### src/rtl/seq_divmod.sv
// Iterative restoring divider/modulo: one quotient bit per clock, start/done handshake.
// Signed mode divides magnitudes and corrects signs when the result is written.
module seq_divmod #(
  parameter int unsigned DATAWIDTH = 8,
  parameter int unsigned SIGNED    = 0
) (
  input  logic                 Clk,
  input  logic                 Rst,
  input  logic                 Start,
  input  logic [DATAWIDTH-1:0] a,
  input  logic [DATAWIDTH-1:0] b,
  output logic [DATAWIDTH-1:0] quot,
  output logic [DATAWIDTH-1:0] rem,
  output logic                 Done,
  output logic                 Busy,
  output logic                 DivByZero
);

  localparam int unsigned W  = DATAWIDTH;
  localparam int unsigned CW = $clog2(DATAWIDTH + 1);

  typedef enum logic [1:0] {StIdle, StRun, StZero, StFin} state_e;

  state_e         r_state;
  logic [W:0]     r_p;
  logic [W-1:0]   r_q;
  logic [W-1:0]   r_bmag;
  logic [W-1:0]   r_a;
  logic [CW-1:0]  r_cnt;
  logic           r_neg_q;
  logic           r_neg_r;

  logic           w_accept;
  logic           w_a_neg;
  logic           w_b_neg;
  logic [W-1:0]   w_a_mag;
  logic [W-1:0]   w_b_mag;
  logic [W+1:0]   w_p_sh;
  logic [W+1:0]   w_sub;
  logic           w_fit;
  logic [W-1:0]   w_q_fin;
  logic [W-1:0]   w_r_fin;

  assign w_accept = Start && ((r_state == StIdle) || (r_state == StFin));
  assign w_a_neg  = (SIGNED != 0) && a[W-1];
  assign w_b_neg  = (SIGNED != 0) && b[W-1];
  assign w_a_mag  = w_a_neg ? -a : a;
  assign w_b_mag  = w_b_neg ? -b : b;

  // One extra guard bit keeps the borrow of the trial subtraction exact.
  assign w_p_sh   = {r_p, r_q[W-1]};
  assign w_sub    = w_p_sh - {2'b00, r_bmag};
  assign w_fit    = ~w_sub[W+1];

  assign w_q_fin  = r_neg_q ? -r_q : r_q;
  assign w_r_fin  = r_neg_r ? -r_p[W-1:0] : r_p[W-1:0];

  always_ff @(posedge Clk) begin
    if (Rst) begin
      r_state   <= StIdle;
      r_p       <= '0;
      r_q       <= '0;
      r_bmag    <= '0;
      r_a       <= '0;
      r_cnt     <= '0;
      r_neg_q   <= 1'b0;
      r_neg_r   <= 1'b0;
      quot      <= '0;
      rem       <= '0;
      Done      <= 1'b0;
      Busy      <= 1'b0;
      DivByZero <= 1'b0;
    end else begin
      case (r_state)
        StIdle, StFin: begin
          Done <= 1'b0;
          if (w_accept) begin
            r_state <= (b == '0) ? StZero : StRun;
            r_q     <= w_a_mag;
            r_bmag  <= w_b_mag;
            r_a     <= a;
            r_p     <= '0;
            r_cnt   <= '0;
            r_neg_q <= w_a_neg ^ w_b_neg;
            r_neg_r <= w_a_neg;
            Busy    <= 1'b1;
          end else begin
            r_state <= StIdle;
          end
        end
        StRun: begin
          if (r_cnt == CW'(W)) begin
            r_state   <= StFin;
            quot      <= w_q_fin;
            rem       <= w_r_fin;
            DivByZero <= 1'b0;
            Done      <= 1'b1;
            Busy      <= 1'b0;
          end else begin
            r_p   <= w_fit ? w_sub[W:0] : w_p_sh[W:0];
            r_q   <= {r_q[W-2:0], w_fit};
            r_cnt <= r_cnt + 1'b1;
          end
        end
        StZero: begin
          if (r_cnt == CW'(1)) begin
            r_state   <= StFin;
            quot      <= '1;
            rem       <= r_a;
            DivByZero <= 1'b1;
            Done      <= 1'b1;
            Busy      <= 1'b0;
          end else begin
            r_cnt <= r_cnt + 1'b1;
          end
        end
        default: r_state <= StIdle;
      endcase
    end
  end

endmodule

### config.mk
export PLATFORM = sky130hd
export DESIGN_NAME = seq_divmod
export DESIGN_NICKNAME = d
export VERILOG_FILES = /design/src/rtl/seq_divmod.sv
export SDC_FILE = /design/constraint.sdc
export NUM_CORES = 1
export LEC_CHECK = 0
export BUFFER_PORTS_ARGS = -buffer_cell sky130_fd_sc_hd__buf_4
export CORE_MARGIN = 8
export CORE_UTILIZATION = 52
export CTS_CLUSTER_DIAMETER = 80
export DETAILED_ROUTE_END_ITERATION = 10
export PLACE_DENSITY = 0.76
export SLEW_MARGIN = 20
export SYNTH_ARGS = -nofsm -noshare
export SYNTH_HDL_FRONTEND = slang
export SYNTH_SLANG_ARGS = --single-unit
### constraint.sdc
create_clock -name Clk -period 1.97 [get_ports Clk]
set_clock_uncertainty 0.15 [all_clocks]
set_input_delay 0.2955 -clock Clk [delete_from_list [all_inputs] [get_ports Clk]]
set_output_delay 0.2955 -clock Clk [all_outputs]
set_load 0.05 [all_outputs]
Yosys cells after proc, flatten, opt, wreduce, memory -nomap -nowiden
Cells that the tools add are included.

Register bits after elaboration: 58. Bits of input ports: 19. Output and inout port bits: 19. Word-level logic and storage cells: 67.

Add/subtract/negate cells: 2. Equality and inequality tests: 10. Muxes and demuxes: 30. Bitwise gates (word level): 1. Reductions and logical operators: 13.

Operators with widths (count): $mux W8 (6); $pmux W8 S2 (3); $mux W9 (3); $pmux W9 S2 (1); $mux W4 (3); $pmux W4 S3 (1); $reduce_and A3 Y1 (4); $ne A2 B2 Y1 const B (5); $sub A10 B8 Y10 (1); $logic_not A8 Y1 (1); $mux W2 (4); $pmux W1 S3 (2); $pmux W2 S3 (1); $mux W1 (5); $add A4 B1 Y4 const B (1); $eq A2 B2 Y1 const B (2); $eq A4 B1 Y1 const B (1); $eq A4 B4 Y1 const B (1); $reduce_and A2 Y1 (2); $reduce_bool A2 Y1 (2); $eq A2 B1 Y1 const B (1); $logic_not A2 Y1 (1); $pmux W1 S2 (1); $reduce_or A2 Y1 (1); 3 further kinds (3).

Longest topological paths before layout
Depth after elaboration: 5. Gate-level depth with buffers: 9. Mapped depth without buffers: 9.

Least setup slack after synthesis
OpenSTA, ideal clock, no wires.

Path type: reg-to-reg. Start: reg r_bmag[1]. End: reg r_p[0]. Setup time: 0.067 ns. Data arrival time: 1.917 ns. Slack: -0.165 ns. Stages on the path, launching flop included: 9. Buffers on the path: 0. Path through: dfxtp_1 -> inv_1 -> ha_1 -> nor2b_1 -> o2111ai_1 -> a21o_4 -> xnor2_4 -> mux2_4 -> o21ai_2.

Word-level cells in the longest chain between the ends: 4.

Ends and longest elaborated chain: start, declared (RTL line 27) `logic [W-1:0] r_bmag;`; start signal, assigned (RTL line 80) `r_bmag <= w_b_mag;`; $sub A10 B8 Y10 (RTL line 52) `assign w_sub = w_p_sh - {2'b00, r_bmag};`; $mux W9 (RTL line 100) `r_p <= w_fit ? w_sub[W:0] : w_p_sh[W:0];`; $mux W9 (RTL line 92) `if (r_cnt == CW'(W)) begin`; $pmux W9 S2 (RTL line 74) `case (r_state)`; end signal, assigned (RTL line 100); end, declared (RTL line 25) `logic [W:0] r_p;`.

Every way passes these cells. The select of a mux whose other input is x is not followed. A chain may end at the register's enable or synchronous reset.

Worst setup path after layout
Start: reg r_bmag[5]. End: reg r_p[0].

Same word-level chain as after synthesis.

==> results.cfg <==
[floorplan]
core_sq_mm = 0.00551
ioPinCount = 38
num_rows = 27
start_util_pct = 53.9
dieWidth_um = 91.6
die_y_um = 91.6
die_area_sq_mm = 0.00838

[pwr]
p_clk_share_pct = 15.1
p_int_w = 0.00450
comb_power_share_pct = 62.2
power_density_mw_per_mm2 = 1980
ir_drop_uv = 1190
power_leakage_nw = 1.67
switchingPower_w = 0.00350
sw_frac_of_total_pct = 43.7
seqPwrFrac_pct = 22.7

[synthesis]
syn-cell-area_sq_mm = 0.00297
synth-main-ff-cell = dfxtp_1
ys_types = 50
synth_top_area_cell = dfxtp_1
synthArstFlopShare_pct = 0
ys_ff_latch = 58
synth_fp_nets = 391
synth_seq_area_share_pct = 39.1
synth_top_area_share_pct = 39.1
yosysWarnings = 0
netlist_instances = 358
netlist_top_cells_area = dfxtp_1 (39%), mux2i_1 (6.7%), nand2_1 (6.1%)
synth_edf_count = 0
postSynthAreaPerCell_sq_um = 8.29

[sta]
whs_ps = 59.2
timing.slew.headroom_pct = 71.7
fmaxAchievable_mhz = 466
drv_slew = 0
tns_ps = -1030
period_share_pct = 109
setup_slack_ps = -178
setup-violations-final = 9
worstMarginPinSlew_ps = 424
final.min_clock_period_ps = 2150
hold_viol = 0
rsz0062_at_grt = yes

[cells_and_area]
nNetsFinal = 472
design_area_sq_mm = 0.00404
num_antenna_cells = 0
syn2layout_area_growth_pct = 36.1
fill_cells = 391
final_cells = 516
drive_above_1_share_pct = 31.3
utilization_pct = 73.4

[worst_setup_path]
end_kind = register
crit_required_ps = 2100
crit_type = register to register
cp.arrival_ps = 2280
worst-path-max-fanout = 5
start_kind = register

[global_routing]
grt_pass1_vias = 2771
overflow = 0
antenna_found_initial = 0
grt_pass1_wl_um = 13000
grt_max_degree = 36
grt_usage_pct = 18.7

[min_path]
hp-class = input pin to register

[placement]
postPlaceCellArea_sq_mm = 0.00362
dpl.hpwl_um = 5660
io_buffer_count = 37
placed_cells = 491
routabilityCongestion = 0.909

[detailed_routing]
drc_errors = 0
drt_iter0_drc = 154
ant_nets = 0
wirelength_um = 8130
drtPass1Iterations = 4
dr_total_vias = 2895
wl_per_cell_um = 15.8
avgViaCountPerCell = 5.61

[status]
outcome = complete, but fails checks
violations = negative setup slack

[clock_network]
cts_hold_buf = 0
cts_sinks = 58
htreeDepth = 3
clockRootBuffer = clkbuf_8
tritoncts = yes
numCtsBuffers = 9
clkLatencyLatePin_ps = 340
cts_buffer_depth = 2
clk_pin_slew_ps = 70

[job]
max_cap_violations = 0
## power by group through the flow
| stage | registers [W] | clock network, W | logic (W) |
|---|---|---|---|
| floorplan | 0.00233 | 0 | 0.00256 |
| global placement | 0.00181 | 0 | 0.00428 |
| detailed placement | 0.00182 | 0 | 0.00438 |
| CTS | 0.00181 | 0.00122 | 0.00464 |
| global route | 0.00186 | 0.00126 | 0.00535 |
| finish | 0.00182 | 0.00121 | 0.00498 |
## through the flow
step / power, W / worst slack [ps]
after floorplan: 0.00489 / -150
after global placement: 0.00609 / -193
after detailed placement: 0.00620 / -246
after CTS: 0.00767 / -177
after global routing: 0.00848 / -278
final: 0.00800 / -178
## flip-flops by register name, indices dropped and copies added, names as in the netlist
signal and cells:
r_a 8, r_q 8, r_p 9, rem 8, Done 1, Busy 1, r_state 2, DivByZero 1
quot 8, r_bmag 8, r_cnt 4
## cell families after synthesis
group           share of synthesized area, %
fa+ha+maj                               6.15
flops                                   39.1
buf+inv                                 6.57
simple gates                            18.5
compound gates                          20.0
xor+xnor                                2.40
mux                                     7.25
## layer usage
layer  routed length [um]  track usage, %
met2                 3760            29.4
met4                  189            7.37
met1                 3850            24.1
met5                    0               0
met3                  335            4.28
## synth_stat cells, types with 4 or more instances
library cell,count
nor3_1,12
dfxtp_1,58
a211oi_1,16
nand3_1,9
ha_1,13
inv_1,30
o21ai_0,5
a21oi_1,27
mux2i_1,20
or3_1,4
nor2_1,35
clkbuf_1,15
o22ai_1,6
nand2_1,48
a221oi_1,6
## final timing paths
path	start	endpoint	slack [ps]	depth (start not counted)
hold / removal	b[2]	r_bmag[2]	60	3
setup / recovery	r_bmag[5]	r_p[0]	-180	8
hold reg to reg	r_bmag[5]	r_bmag[5]	310	2
setup reg to reg	r_bmag[5]	r_p[0]	-180	8
## worst max-delay path, cell delays in order, from the launching register on
cell	delay, ps
dfxtp_1	330
inv_1	60
ha_1	300
o21a_1	230
o31ai_2	250
a21o_4	170
xnor2_4	170
mux2_4	330
o21ai_2	100
## layout by cell type (no fill, tap or decap), drive strengths merged, types with 2 or more instances in the layout
| cell | count |
|---|---|
| a21o | 3 |
| ha | 13 |
| inv | 30 |
| nand2 | 48 |
| o32ai | 2 |
| clkinv | 3 |
| a211oi | 17 |
| clkbuf | 9 |
| mux2i | 20 |
| o21a | 3 |
| clkinvlp | 2 |
| o31ai | 3 |
| o211ai | 2 |
| a221oi | 6 |
| nand3 | 9 |
| bufinv | 2 |
| and2 | 2 |
| o21ai | 7 |
| nand3b | 3 |
| nor3 | 12 |
| dfxtp | 58 |
| a21oi | 27 |
| xor2 | 2 |
| o2111ai | 3 |
| or3 | 4 |
| o22ai | 6 |
| xnor2 | 5 |
| buf | 89 |
| nor4 | 2 |
| nor2b | 2 |
| nor2 | 35 |
## area by class of cell
type                    instances  area (sq um)  share of cell area (%)
inverters                      30           113                    2.79
repair buffers                 89           689                    17.1
flip-flops and latches         58          1170                    28.9
multi-input cells             251          1760                    43.7
well taps                      72          90.1                    2.23
clock buffers                   9           124                    3.07
clock inverters                 7          93.8                    2.32
## timing repair
item,4_1_cts,5_1_grt
gates cloned,1,2
endpoints found under the setup margin,12,31
pin swaps,5,6
buffers inserted,4,2
resized for setup,16,17
Note: power is estimated with default switching activity, not from simulation.
